`src/rtl/memory_master_pkg.sv`:
```
// Shared types and helpers for the block-transfer memory master.
package memory_master_pkg;

    typedef enum logic [1:0] {IDLE, ACCESS, GAP} state_t;

    // Counter width able to hold TIMEOUT-1; never narrower than one bit.
    function automatic int timeout_width(input int timeout);
        return (timeout <= 2) ? 1 : $clog2(timeout);
    endfunction

endpackage

```
`src/rtl/block_buffer.sv`:
```
// BLOCK_SIZE x DATA_WIDTH word buffer shared by the client and the transfer engine.
module block_buffer #(
    parameter int DATA_WIDTH  = 16,
    parameter int BLOCK_SIZE  = 4,
    parameter int INDEX_WIDTH = $clog2(BLOCK_SIZE)
) (
    input  logic                   clock,
    input  logic                   busy_i,
    input  logic [INDEX_WIDTH-1:0] client_idx_i,
    input  logic [DATA_WIDTH-1:0]  client_wdata_i,
    input  logic                   client_we_i,
    output logic [DATA_WIDTH-1:0]  client_rdata_o,
    input  logic [INDEX_WIDTH-1:0] master_widx_i,
    input  logic [DATA_WIDTH-1:0]  master_wdata_i,
    input  logic                   master_we_i,
    input  logic [INDEX_WIDTH-1:0] master_ridx_i,
    output logic [DATA_WIDTH-1:0]  master_rdata_o
);

    logic [DATA_WIDTH-1:0]  mem_q [BLOCK_SIZE];
    logic                   we;
    logic [INDEX_WIDTH-1:0] widx;
    logic [DATA_WIDTH-1:0]  wdata;

    // The transfer engine owns the write port for the whole time it is busy.
    always_comb begin
        we    = busy_i ? master_we_i    : client_we_i;
        widx  = busy_i ? master_widx_i  : client_idx_i;
        wdata = busy_i ? master_wdata_i : client_wdata_i;
    end

    always_ff @(posedge clock) begin
        if (we) begin
            mem_q[widx] <= wdata;
        end
    end

    assign client_rdata_o = mem_q[client_idx_i];
    assign master_rdata_o = mem_q[master_ridx_i];

endmodule

```
`src/rtl/memory_block_master.sv`:
```
// Block-transfer initiator: moves BLOCK_SIZE consecutive words between the
// internal buffer and a handshaking word RAM, with a per-word timeout.
//
//   state  | meaning
//   IDLE   | waiting for request; done pulses here after a transfer
//   ACCESS | one enable high, waiting for functionComplete or timeout
//   GAP    | one cycle with both enables low before the next word
module memory_block_master
    import memory_master_pkg::*;
#(
    parameter int ADDRESS_WIDTH = 16,
    parameter int DATA_WIDTH    = 16,
    parameter int BLOCK_SIZE    = 4,
    parameter int TIMEOUT       = 64,
    parameter int INDEX_WIDTH   = $clog2(BLOCK_SIZE)
) (
    input  logic                     clock,
    input  logic                     reset,
    output logic [ADDRESS_WIDTH-1:0] address,
    output logic [DATA_WIDTH-1:0]    dataOut,
    output logic                     readEnabled,
    output logic                     writeEnabled,
    input  logic [DATA_WIDTH-1:0]    dataIn,
    input  logic                     functionComplete,
    input  logic                     request,
    input  logic                     write,
    input  logic [ADDRESS_WIDTH-1:0] baseAddress,
    output logic                     busy,
    output logic                     done,
    output logic                     error,
    input  logic [INDEX_WIDTH-1:0]   bufferIndex,
    input  logic [DATA_WIDTH-1:0]    bufferWriteData,
    input  logic                     bufferWriteEnable,
    output logic [DATA_WIDTH-1:0]    bufferReadData
);

    localparam int TW = timeout_width(TIMEOUT);

    state_t                   state_q, state_d;
    logic                     write_q, write_d;
    logic [ADDRESS_WIDTH-1:0] addr_q, addr_d;
    logic [DATA_WIDTH-1:0]    dout_q, dout_d;
    logic                     rd_en_q, rd_en_d;
    logic                     wr_en_q, wr_en_d;
    logic [INDEX_WIDTH-1:0]   idx_q, idx_d;
    logic [TW-1:0]            tmo_q, tmo_d;
    logic                     done_q, done_d;
    logic                     err_q, err_d;

    logic                     m_we;
    logic [INDEX_WIDTH-1:0]   m_ridx;
    logic [DATA_WIDTH-1:0]    m_rdata;

    assign busy = (state_q != IDLE);

    block_buffer #(
        .DATA_WIDTH (DATA_WIDTH),
        .BLOCK_SIZE (BLOCK_SIZE),
        .INDEX_WIDTH(INDEX_WIDTH)
    ) u_buffer (
        .clock         (clock),
        .busy_i        (busy),
        .client_idx_i  (bufferIndex),
        .client_wdata_i(bufferWriteData),
        .client_we_i   (bufferWriteEnable),
        .client_rdata_o(bufferReadData),
        .master_widx_i (idx_q),
        .master_wdata_i(dataIn),
        .master_we_i   (m_we),
        .master_ridx_i (m_ridx),
        .master_rdata_o(m_rdata)
    );

    always_comb begin
        state_d = state_q;
        write_d = write_q;
        addr_d  = addr_q;
        dout_d  = dout_q;
        rd_en_d = rd_en_q;
        wr_en_d = wr_en_q;
        idx_d   = idx_q;
        tmo_d   = tmo_q;
        done_d  = 1'b0;
        err_d   = err_q;
        m_we    = 1'b0;
        m_ridx  = idx_q + INDEX_WIDTH'(1);
        case (state_q)
            IDLE: begin
                m_ridx = '0;
                if (request) begin
                    write_d = write;
                    addr_d  = baseAddress;
                    if (write) dout_d = m_rdata;
                    rd_en_d = ~write;
                    wr_en_d = write;
                    idx_d   = '0;
                    tmo_d   = '0;
                    err_d   = 1'b0;
                    state_d = ACCESS;
                end
            end
            ACCESS: begin
                tmo_d = tmo_q + TW'(1);
                if (functionComplete) begin
                    m_we    = ~write_q;
                    rd_en_d = 1'b0;
                    wr_en_d = 1'b0;
                    tmo_d   = '0;
                    if (idx_q == INDEX_WIDTH'(BLOCK_SIZE - 1)) begin
                        done_d  = 1'b1;
                        state_d = IDLE;
                    end else begin
                        state_d = GAP;
                    end
                end else if (tmo_q == TW'(TIMEOUT - 1)) begin
                    rd_en_d = 1'b0;
                    wr_en_d = 1'b0;
                    tmo_d   = '0;
                    err_d   = 1'b1;
                    done_d  = 1'b1;
                    state_d = IDLE;
                end
            end
            GAP: begin
                idx_d   = idx_q + INDEX_WIDTH'(1);
                addr_d  = addr_q + ADDRESS_WIDTH'(1);
                if (write_q) dout_d = m_rdata;
                rd_en_d = ~write_q;
                wr_en_d = write_q;
                state_d = ACCESS;
            end
            default: state_d = IDLE;
        endcase
    end

    always_ff @(posedge clock or negedge reset) begin
        if (!reset) begin
            state_q <= IDLE;
            write_q <= 1'b0;
            addr_q  <= '0;
            dout_q  <= '0;
            rd_en_q <= 1'b0;
            wr_en_q <= 1'b0;
            idx_q   <= '0;
            tmo_q   <= '0;
            done_q  <= 1'b0;
            err_q   <= 1'b0;
        end else begin
            state_q <= state_d;
            write_q <= write_d;
            addr_q  <= addr_d;
            dout_q  <= dout_d;
            rd_en_q <= rd_en_d;
            wr_en_q <= wr_en_d;
            idx_q   <= idx_d;
            tmo_q   <= tmo_d;
            done_q  <= done_d;
            err_q   <= err_d;
        end
    end

    assign address      = addr_q;
    assign dataOut      = dout_q;
    assign readEnabled  = rd_en_q;
    assign writeEnabled = wr_en_q;
    assign done         = done_q;
    assign error        = err_q;

endmodule

```
`config.mk`:
```
export PLATFORM = sky130hd
export DESIGN_NAME = memory_block_master
export DESIGN_NICKNAME = d
export VERILOG_FILES = /design/src/rtl/memory_master_pkg.sv /design/src/rtl/block_buffer.sv /design/src/rtl/memory_block_master.sv
export SDC_FILE = /design/constraint.sdc
export NUM_CORES = 1
export LEC_CHECK = 0
export ABC_AREA = 1
export CAP_MARGIN = 20
export CORE_MARGIN = 3
export CORE_UTILIZATION = 53
export CTS_CLUSTER_SIZE = 8
export DETAILED_ROUTE_END_ITERATION = 7
export HOLD_SLACK_MARGIN = 0.06
export PLACE_DENSITY = 0.8
export SLEW_MARGIN = 10
export SYNTH_ARGS = -nofsm -noshare
export SYNTH_HDL_FRONTEND = slang
export SYNTH_HIERARCHICAL = 1
export SYNTH_SLANG_ARGS = --single-unit
export TNS_END_PERCENT = 1
```
`constraint.sdc`:
```
create_clock -name clock -period 2.8 [get_ports clock]
set_clock_uncertainty 0.15 [all_clocks]
set_input_delay 0.56 -clock clock [delete_from_list [all_inputs] [get_ports clock]]
set_output_delay 0.56 -clock clock [all_outputs]
set_load 0.03 [all_outputs]
```
* Word level (Yosys, flattened, before mapping) *
Memory sizes are Yosys's and may differ from the RTL's.
Index checks and enable logic that the tools add are counted.

storage, ports and cells
  register bits after elaboration = 47
  bits in writable memories = 64
  bits of input ports = 56
  output and inout port bits = 53
  logic and storage cells = 77
  memories = 1

operators by class
  $add $sub $neg = 3
  equal/unequal tests = 10
  muxes and demuxes = 39
  bitwise logic cells = 2
  reduce and logical (&&, ||, !) cells = 12

memories
  name            depth  width  rd ports  clocked after Yosys merged registers in  write ports  line                source
  u_buffer.mem_q  4      16     2         0                                        1            block_buffer.sv:20  logic [DATA_WIDTH-1:0] mem_q [BLOCK_SIZE];

operator list
  operator               number
  $mux 16                5
  $pmux 16 s2            2
  $mux 6                 3
  $add 16x1->16 const B  1
  $mux 1                 16
  $mux 2                 7
  $pmux 6 s2             1
  $ne 2x2->1 const B     5
  $reduce_and 2->1       4
  $reduce_and 4->1       2
  $add 6x1->6 const B    1
  $eq 6x6->1 const B     1
  $pmux 1 s3             2
  $pmux 2 s3             1
  $reduce_bool 2->1      3
  $eq 2x2->1 const B     2
  $pmux 2 s2             1
  $ne 3x3->1 const B     1
  $reduce_and 3->1       1
  $reduce_bool 3->1      1
  $add 2x1->2 const B    1
  $eq 2x1->1 const B     1
  $logic_not 2->1        1
  $not 1->1              2
  $pmux 1 s2             1

* Logic depth before layout (Yosys ltp) *
Gate-level depths: netlist of run 1.

  depth in word-level cells = 6
  depth in mapped cells = 11
  mapped depth without buffers = 9

* By module *
Netlist of run 1, hierarchy kept.

by module, submodules not included
  module               times used  cells each  area each (sq um)  sequential area each (sq um)
  block_buffer         1           449         3532.1             1921.8
  memory_block_master  1           345         2608.8             1176.1

* Worst setup path before layout of run 1 *
OpenSTA, ideal clock, no wires.

  path kind = register to register
  start = register state_q[0]
  end = memory u_buffer.mem_q[2][0] (enable)
  library setup time = 0.388 ns
  arrival time = 2.109 ns
  required time = 2.262 ns
  path slack = 0.153 ns
  cell stages (with the launch flop) = 9
  buffers on the path = 1
  period minus slack after synthesis = 2.647 ns
  cells stage by stage = dfrtp_1 > inv_1 > ha_1 > inv_1 > buf_4 > nand2_1 > nand2_1 > nand2_1 > nor2_1

between the ends
  elaborated cells between the ends (all ways) = 7
  classes of those cells = 1 x eq/ne; 5 x mux; 1 x reduce/logical

RTL lines
  what                          line                        source
  start: declaration            memory_block_master.sv:39   state_t state_q, state_d;
  start signal: assignment      memory_block_master.sv:149  state_q <= state_d;
  $reduce_bool 2->1 (*)         memory_block_master.sv:54   assign busy = (state_q != IDLE);
  via busy                      memory_block_master.sv:28   output logic busy,
  $mux 1                        block_buffer.sv:27          we = busy_i ? master_we_i : client_we_i;
  $mux 1                        block_buffer.sv:33          if (we) begin
  $mux 1 (not written as such)  block_buffer.sv:34          mem_q[widx] <= wdata;
  end: declaration              block_buffer.sv:20

Mark *: on every way through the listed nets, which the timed path passes. The rest lies on a longest branch.

* Worst setup path after layout of run 1 *
  start = input port bufferIndex[0]
  end = output port bufferReadData[0]

between the ends
  cells in the longest elaborated chain, start to end = 1

RTL lines
  what                line                       source
  start: declaration  memory_block_master.sv:31  input logic [INDEX_WIDTH-1:0] bufferIndex,
  $mem_v2 4x16        -
  end: declaration    memory_block_master.sv:34  output logic [DATA_WIDTH-1:0] bufferReadData

Every way passes these cells.

==> out/qor.csv, run 1 <==
stage,metric,value,unit
critical_path,CP arrival,1.90,ns
grt,grt total ovfl,0,
synthesis,Yosys reg bits,111,
cts,TritonCTS Buffers,9,
critical_path,CP Max Fanout,34,
route,initial DRC count,493,
critical_path,startpoint types,input pin,
final_layout,layout cell share with drive strength beyond 1,9.581,%
cts,Worst-path clk slew,0.07,ns
synthesis,"EDFF count, synth",64,
sta,Worst-Margin Slew,0.5699,ns
floorplanning,Die Area,12910,µm²
cts,post-CTS sizing,0,
min_path,min-delay worst type,reg -> reg,
placement,Final HPWL DP,10830,µm
flow_run,max-cap violation count,0,
critical_path,Worst path slowest cell,clkdlybuf4s50_1,
route,Via Count,5558,
floorplanning,core area,11080,µm²
critical_path,Crit. End Element,primary output,
grt,gr usage total,24.05,%
final_layout,area delta synth->final,24.08,%
final_layout,Inserted Diodes,0,
floorplanning,DIE WIDTH,113.6,µm
critical_path,crit-path max cell delay,0.51,ns
critical_path,Crit. Startpoint,bufferIndex[0],
floorplanning,Die Ht,113.6,µm
floorplanning,Rows,38,
floorplanning,I/O Pins,109,
grt,largest net degree at the start of global routing,35,
sta,worst hold slack,0.3217,ns
min_path,hold_sp,writeEnabled,
cts,clock sinks,111,
pwr,peak supply drop,549.3,µV
pwr,Lkg Pwr,3.674,nW
sta,crit path time final,2.610,ns
route,TritonRoute pass-1 iters,6,
grt,vias in the first global route,5204,
sta,Fin. Hold Viols,0,
critical_path,critical path cell sequence,clkdlybuf4s50_1 > inv_4 > nand2_1 > nand3_1 > nand2_1 > buf_12,
synthesis,"Seq/Total Area, Yosys",50.45,%
placement,PortBufs,108,
synthesis,Synth async-reset ratio,42.34,%
synthesis,Netlist Area Pre-Place,6141,µm²
route,DRT Wirelength,15320,µm
critical_path,WP data required,2.09,ns
critical_path,R2R Setup Slk,0.44,ns
synthesis,Ys Warns,6,
cts,H-tree depth,3,
cts,Clock Latency Late Sink,0.35,ns
cts,CTS Buffer Depth,2,
final_layout,nets,965,
grt,first-pass GRT wire length,24350,µm
sta,RSZ-0062 raised after global routing,no,
pwr,PD cells,1140,nW/µm²
route,routed vias/inst,5.303,
sta,Final TNS setup,0,ns
grt,initial antenna violation count,0,
critical_path,"Top cell by count, worst path",nand2_1,
outcome,status,finished clean,
sta,worst rel slew slack,61.95,%
floorplanning,Starting Density,55.43,%
critical_path,RR Startpoint,state_q[0],
sta,Max Slew Vio Count,0,
synthesis,Post-Syn Nets,856,
placement,Final Wtd Congestion,0.9019,
sta,crit share post-route,93.22,%
route,DRC Markers,0,
synthesis,Synth Area per Inst,7.734,µm²
route,post-route ant nets,0,
sta,"Setup violations, final",0,
cts,Clk Tree Root Cell,clkbuf_16,
synthesis,Mapped Cells,794,
route,WL per Instance,14.62,µm
sta,max frequency,0.3831,GHz
cts,CTS tree,done,
critical_path,type of the worst setup path,in -> out,
synthesis,Yosys cell types,31,
synthesis,Post-synth top flop,edfxtp_1,
-- repair_timing --
item	4_1_cts	5_1_grt
hold buffers	1	0
endpoints found under the hold margin	20	0
buffers inserted	0	0
setup endpoints to repair	0	0
-- Yosys cell counts, types with 2 or more instances --
cell type	count	area [µm²]
a21oi_1	12	60.06
a31oi_1	2	12.51
buf_2	16	80.08
buf_4	9	67.56
buf_6	7	78.83
clkbuf_1	2	7.510
dfrtp_1	47	1176
edfxtp_1	64	1922
ha_1	6	75.07
inv_1	114	427.9
inv_2	5	18.77
inv_4	2	12.51
nand2_1	305	1145
nand2_2	2	12.51
nand3_1	87	435.4
nand4_1	7	43.79
nor2_1	52	195.2
nor2_2	2	12.51
nor3_1	2	10.01
o21ai_0	21	105.1
o21ai_2	18	157.7
o22ai_1	2	12.51
o31ai_1	2	15.01
-- stage by stage --
step | setup slack, ns | instance area, µm² | utilization, % | power [W] | cells
final | 0.1897 | 7620 | 68.78 | 0.008686 | 1048
after global routing | 0.1134 | 7620 | 68.78 | 0.009291 | 1048
after CTS | 0.2226 | 7620 | 68.78 | 0.008689 | 1048
after detailed placement | 0.2602 | 7336 | 66.22 | 0.007484 | 1031
after global placement | 0.3154 | 7336 | 66.22 | 0.007317 | 1031
after floorplan | 0.1529 | 6141 | - | 0.006058 | 794
-- layout make-up --
class | count | area, µm²
timing repair buffer | 132 | 1254
sequential | 111 | 3098
tap | 140 | 175.2
clock buffer | 9 | 225.2
clock inverter | 7 | 48.80
multi-input combinational | 528 | 2360
fill | 871 | 3458
inverter | 121 | 459.2
-- report_power, final --
part	total (W)	internal, W	switching (W)
registers	0.00278	0.00247	0.000309
logic	0.00471	0.00158	0.00313
clock network	0.00120	0.000603	0.000593
-- routing by layer --
| layer | global-route usage [%] | routed length, µm |
|---|---|---|
| met2 | 42.09 | 7860 |
| met4 | 11.78 | 474 |
| met3 | 3.660 | 1060 |
| met5 | 0 | 0 |
| met1 | 28.94 | 5921 |
-- cell usage in the layout, fill, tap and decap left out, types with 2 or more instances in the layout --
| cell type | count |
|---|---|
| nand2_1 | 305 |
| inv_1 | 114 |
| clkdlybuf4s50_1 | 90 |
| nand3_1 | 87 |
| edfxtp_1 | 64 |
| nor2_1 | 51 |
| dfrtp_1 | 47 |
| buf_4 | 37 |
| o21ai_0 | 21 |
| o21ai_2 | 17 |
| a21oi_1 | 12 |
| clkbuf_16 | 9 |
| nand4_1 | 7 |
| ha_1 | 6 |
| inv_2 | 5 |
| clkinvlp_4 | 4 |
| nor2_2 | 3 |
| buf_12 | 3 |
| o22ai_1 | 2 |
| nand2_2 | 2 |
| nor3_1 | 2 |
| a31oi_1 | 2 |
| o31ai_1 | 2 |
| inv_4 | 2 |
-- critical path, delay by kind of cell --
kind                   cells  cell delay (ns)
and+or+nand+nor            3             0.33
buffers and inverters      3             1.01
-- final timing paths --
check	depth (start not counted)	to
min reg2reg	2	writeEnabled
min	2	writeEnabled
min in group asynchronous	2	address[15]
max in group asynchronous	3	tmo_q[0]
max	6	bufferReadData[0]
max reg2reg	9	u_buffer/mem_q[0][4]
-- flip-flops by register name (all words and copies together) (netlist names) --
register and cells:
error 1, u_buffer/mem_q 64, address 16, readEnabled 1, state_q 2, writeEnabled 1, dataOut 16, tmo_q 6
done 1, idx_q 2, write_q 1
-- cells by family after synthesis --
group	after synthesis	synth area share [%]
buffers and inverters	155	11.29
AND/OR/NAND/NOR	459	30.42
flip-flops	111	50.45
AO/OA/AOI/OAI	62	6.479
adder cells (fa/ha/maj)	6	1.222
XOR/XNOR	1	0.1427
Note: power is estimated with default switching activity, not from simulation.
==> run 2, diff against run 1 <==
- CORE_ASPECT_RATIO: unset -> 0.5
- TNS_END_PERCENT: 1 -> unset
==> out/qor.csv, run 2 (synthesis results as in run 1) <==
stage,metric,value,unit
outcome,status,finished clean,
sta,crit share post-route,90.78,%
sta,Max Slew Vio Count,0,
floorplanning,DIE WIDTH,158.2,µm
route,WL per Instance,13.77,µm
route,WL met1,6106,µm
route,routed vias/inst,5.078,
grt,first-pass GRT wire length,23050,µm
route,DRC Markers,0,
sta,worst rel slew slack,31.92,%
cts,CTS Buffer Depth,2,
cts,"Hold-fix buffers, CTS",0,
grt,gr usage total,22.78,%
route,routed length on met3,1089,µm
sta,Fin. Hold Viols,0,
final_layout,final instance area,7609,µm²
cts,Worst-path clk slew,0.07,ns
sta,RSZ-0062 raised after global routing,no,
critical_path,cell family with most CP delay,buffers and inverters,
floorplanning,Die Ht,82.12,µm
route,Via Count,5301,
final_layout,area delta synth->final,23.90,%
route,WL met2,7040,µm
critical_path,WP depth,6,
grt,largest net degree at the start of global routing,35,
route,DR top layer,met4,
critical_path,Worst R2R Path Depth,6,
cts,buffers inserted during post-CTS setup optimization,0,
cts,Clock Latency Late Sink,0.35,ns
pwr,peak supply drop,572.7,µV
final_layout,nets,956,
route,initial DRC count,424,
grt,vias in the first global route,4873,
min_path,min-delay worst type,in -> async,
sta,Worst-Margin Slew,1.017,ns
sta,Final TNS setup,0,ns
critical_path,Worst path slowest cell,clkdlybuf4s50_1,
cts,post-CTS sizing,0,
critical_path,"Top cell by count, worst path",nand2_1,
critical_path,Crit. End Element,primary output,
cts,TritonCTS Buffers,9,
placement,DP Area,7307,µm²
route,TritonRoute pass-1 iters,5,
grt,grt total ovfl,0,
critical_path,WP data required,2.09,ns
placement,Post-Place Setup Slack,0.2724,ns
critical_path,startpoint types,input pin,
floorplanning,I/O Pins,109,
cts,H-tree depth,3,
cts,Clk Tree Root Cell,clkbuf_16,
critical_path,critical path cell sequence,clkdlybuf4s50_1 > inv_4 > nand2_1 > nand3_1 > nand2_1 > buf_4,
floorplanning,Rows,27,
route,post-route ant nets,0,
critical_path,crit-path max cell delay,0.50,ns
critical_path,CP arrival,1.83,ns
final_layout,Inserted Diodes,0,
floorplanning,Die Area,12990,µm²
sta,fin worst setup slack,0.2582,ns
final_layout,"commonest non-fill, non-tap cell in the layout",nand2_1,
flow_run,max-cap violation count,0,
sta,crit path time final,2.542,ns
placement,Final HPWL DP,9955,µm
final_layout,"Most flops, register",u_buffer/mem_q,
pwr,Lkg Pwr,3.657,nW
placement,PortBufs,108,
route,DRT Wirelength,14370,µm
sta,max frequency,0.3934,GHz
floorplanning,Starting Density,55.08,%
pwr,PD cells,1143,nW/µm²
critical_path,type of the worst setup path,in -> out,
final_layout,most frequent cells in the layout,"305 x nand2_1, 114 x inv_1, 90 x clkdlybuf4s50_1, 87 x nand3_1, 64 x edfxtp_1",
placement,Final Wtd Congestion,0.8636,
critical_path,worst path buffer plus inverter count,3,
final_layout,max FFs per register,64,
sta,"Setup violations, final",0,
cts,CTS tree,done,
critical_path,CP Max Fanout,34,
grt,initial antenna violation count,0,
floorplanning,core area,11150,µm²
final_layout,layout cell share with drive strength beyond 1,8.788,%
cts,clock sinks,111,
run 2: stage by stage:
stage                     utilization (%)  total power (W)  instances  hold slack, ns
final                               68.25         0.008698       1044         0.06215
after CTS                           68.25         0.008720       1044         0.07555
after detailed placement            65.54         0.007442       1028          0.3191
after global placement              65.54         0.007314       1028          0.3159
after floorplan                         -         0.006058        794          0.1144
after global routing                68.25         0.009378       1044         0.09393
run 2: final timing paths:
kind | slack [ns] | to | start
setup / recovery | 0.26 | bufferReadData[3] | bufferIndex[0]
hold / removal | 0.06 | dataOut[0] | reset
setup reg to reg | 0.45 | dataOut[2] | state_q[1]
hold reg to reg | 0.33 | dataOut[8] | dataOut[8]
max in group asynchronous | 1.83 | dataOut[7] | reset
min in group clock | 0.33 | dataOut[8] | dataOut[8]
run 2: routing by layer:
layer	up-vias	global-route usage, %
met1	2420	28.47
met2	164	40.38
met4	0	5.494
met3	20	5.830
li1	2697	-
met5	-	0
run 2: final cells by class:
type                       instances  area (µm²)
clock inverter                     5       37.54
tap                              145       181.4
sequential                       111        3098
clock buffer                      11       264.0
timing repair buffer             123        1209
multi-input combinational        528        2360
inverter                         121       459.2
fill                             913        3540
run 2: where the power goes:
group | internal [W] | switching, W | total, W
sequential | 0.00247 | 0.000325 | 0.00280
combinational | 0.00154 | 0.00310 | 0.00464
clock | 0.000685 | 0.000571 | 0.00126
total | 0.00470 | 0.00400 | 0.00870
run 2: worst register-to-register path, cell delays in order (launching register included):
cell     delay (ns)
dfrtp_1        0.39
inv_1          0.11
ha_1           0.31
inv_1          0.17
o21ai_4        0.83
nand2_1        0.21
o21ai_2        0.10
==> run 3, diff against run 2 <==
- RECOVER_POWER: unset -> 50
- SLEW_MARGIN: 10 -> unset
==> out/qor.csv, run 3 (synthesis results as in run 1) <==
stage,metric,value,unit
outcome,status,finished clean,
pwr,switching share of power,46.15,%
sta,"Setup violations, final",0,
final_layout,fillcell total,920,
sta,worst rel slew slack,5.230,%
final_layout,layout cell share with drive strength beyond 1,7.786,%
critical_path,CP Max Fanout,34,
critical_path,RR Startpoint,state_q[0],
route,WL per Instance,13.75,µm
route,routed vias/inst,5.101,
cts,buffers inserted during post-CTS setup optimization,0,
min_path,hold_sp,dataOut[8],
grt,gr usage total,22.78,%
pwr,proportion of power drawn by the clock network,14.6,%
route,post-route ant nets,0,
min_path,min-delay worst type,reg -> reg,
grt,vias in the first global route,4873,
critical_path,Reg2Reg Capture Point,address[5],
sta,fin worst setup slack,0.2555,ns
pwr,Lkg Pwr,3.653,nW
pwr,peak supply drop,571.3,µV
flow_run,max-cap violation count,0,
cts,"Hold-fix buffers, CTS",0,
grt,grt total ovfl,0,
cts,Clk Tree Root Cell,clkbuf_16,
final_layout,non-filler instance count after layout,1044,
critical_path,Worst R2R Path Depth,10,
pwr,Combinational Power Share,53.1,%
critical_path,startpoint types,input pin,
pwr,PD cells,1139,nW/µm²
sta,RSZ-0062 raised after global routing,no,
route,Via Count,5325,
sta,crit path time final,2.545,ns
pwr,Sequential Power Share,32.4,%
floorplanning,Rows,27,
floorplanning,I/O Pins,109,
sta,Fin. Hold Viols,0,
final_layout,max FFs per register,64,
final_layout,register area,3098,µm²
floorplanning,Die Ht,82.12,µm
floorplanning,DIE WIDTH,158.2,µm
cts,CTS tree,done,
sta,worst hold slack,0.3271,ns
critical_path,R2R Setup Slk,0.33,ns
cts,H-tree depth,3,
floorplanning,core area,11150,µm²
pwr,NetSw,0.003988,W
final_layout,Final Util,68.04,%
floorplanning,Starting Density,55.08,%
final_layout,multi-input logic area,2355,µm²
placement,Final Wtd Congestion,0.8636,
final_layout,Inserted Diodes,0,
route,initial DRC count,422,
route,DRC Markers,0,
critical_path,CP arrival,1.83,ns
final_layout,nets,956,
route,TritonRoute pass-1 iters,5,
critical_path,type of the worst setup path,in -> out,
sta,max frequency,0.3930,GHz
grt,largest net degree at the start of global routing,35,
placement,Inst Count DP,1028,
floorplanning,Die Area,12990,µm²
sta,Final TNS setup,0,ns
cts,Clock Latency Late Sink,0.35,ns
placement,PortBufs,108,
sta,Max Slew Vio Count,0,
grt,first-pass GRT wire length,23050,µm
grt,initial antenna violation count,0,
placement,Post-Place Setup Slack,0.2724,ns
cts,TritonCTS Buffers,9,
critical_path,WP data required,2.09,ns
cts,Worst-path clk slew,0.07,ns
final_layout,most frequent cells in the layout,"307 x nand2_1, 116 x inv_1, 87 x nand3_1, 81 x clkdlybuf4s50_1, 64 x edfxtp_1",
final_layout,"commonest non-fill, non-tap cell in the layout",nand2_1,
route,DRT Wirelength,14350,µm
cts,post-CTS sizing,0,
critical_path,Crit. End Element,primary output,
min_path,WHS Path Cells,2,
sta,Worst-Margin Slew,1.422,ns
min_path,"Endpoint, Worst Hold",dataOut[8],
pwr,Int Pwr,0.004652,W
cts,clock sinks,111,
sta,crit share post-route,90.88,%
final_layout,"Most flops, register",u_buffer/mem_q,
cts,CTS Buffer Depth,2,
placement,Final HPWL DP,9955,µm
final_layout,area delta synth->final,23.51,%
[run 3: cell types whose count changed in the layout (fill, tap and decap cells not counted), sizes merged]
cell | before | now
dlygate4sd3 | 0 | 9
buf | 33 | 27
clkdlybuf4s50 | 90 | 81
clkbuf | 11 | 17
[run 3: metal layers]
metal | global-route usage, % | share of wire (%) | vias to the layer above
met4 | 5.494 | 0.87 | 0
met3 | 5.830 | 8.7 | 16
met1 | 28.47 | 42 | 2425
met5 | 0 | 0 | -
li1 | - | - | 2694
met2 | 40.38 | 49 | 190
[run 3: how the worst max path moves through the flow]
stage / depth (start not counted) / slack (ns) / start / endpoint
2_1_floorplan: 8 / 0.15 / state_q[0] / u_buffer/mem_q[2][0]
3_3_place_gp: 6 / 0.31 / bufferIndex[0] / bufferReadData[9]
3_5_place_dp: 6 / 0.27 / bufferIndex[0] / bufferReadData[9]
4_1_cts: 6 / 0.27 / bufferIndex[0] / bufferReadData[9]
5_1_grt: 10 / 0.12 / state_q[0] / address[5]
6_report: 6 / 0.26 / bufferIndex[0] / bufferReadData[9]
[run 3: power by group through the flow]
| stage | registers (W) | logic (W) | clock network, W |
|---|---|---|---|
| 2_1_floorplan | 0.00323 | 0.00283 | 0 |
| 3_3_place_gp | 0.00281 | 0.00451 | 0 |
| 3_5_place_dp | 0.00282 | 0.00462 | 0 |
| 4_1_cts | 0.00279 | 0.00464 | 0.00129 |
| 5_1_grt | 0.00286 | 0.00511 | 0.00135 |
| 6_report | 0.00280 | 0.00458 | 0.00126 |
[run 3: area by class of cell]
class	instances	share of cell area [%]
sequential	111	40.84
inverter	121	6.054
timing repair buffer	123	15.69
clock inverter	5	0.4949
clock buffer	11	3.481
tap	145	2.392
multi-input combinational	528	31.05
[run 3: metrics by stage]
stage	cell area [µm²]	total power (W)
finish	7585	0.008640
CTS	7609	0.008720
floorplan	6141	0.006058
detailed placement	7307	0.007442
global placement	7307	0.007314
global route	7585	0.009319
[run 3: critical path, stage by stage]
cell and delay [ns]:
clkdlybuf4s50_1 0.50, inv_4 0.33, nand2_1 0.10, nand3_1 0.09, nand2_1 0.10, buf_12 0.15
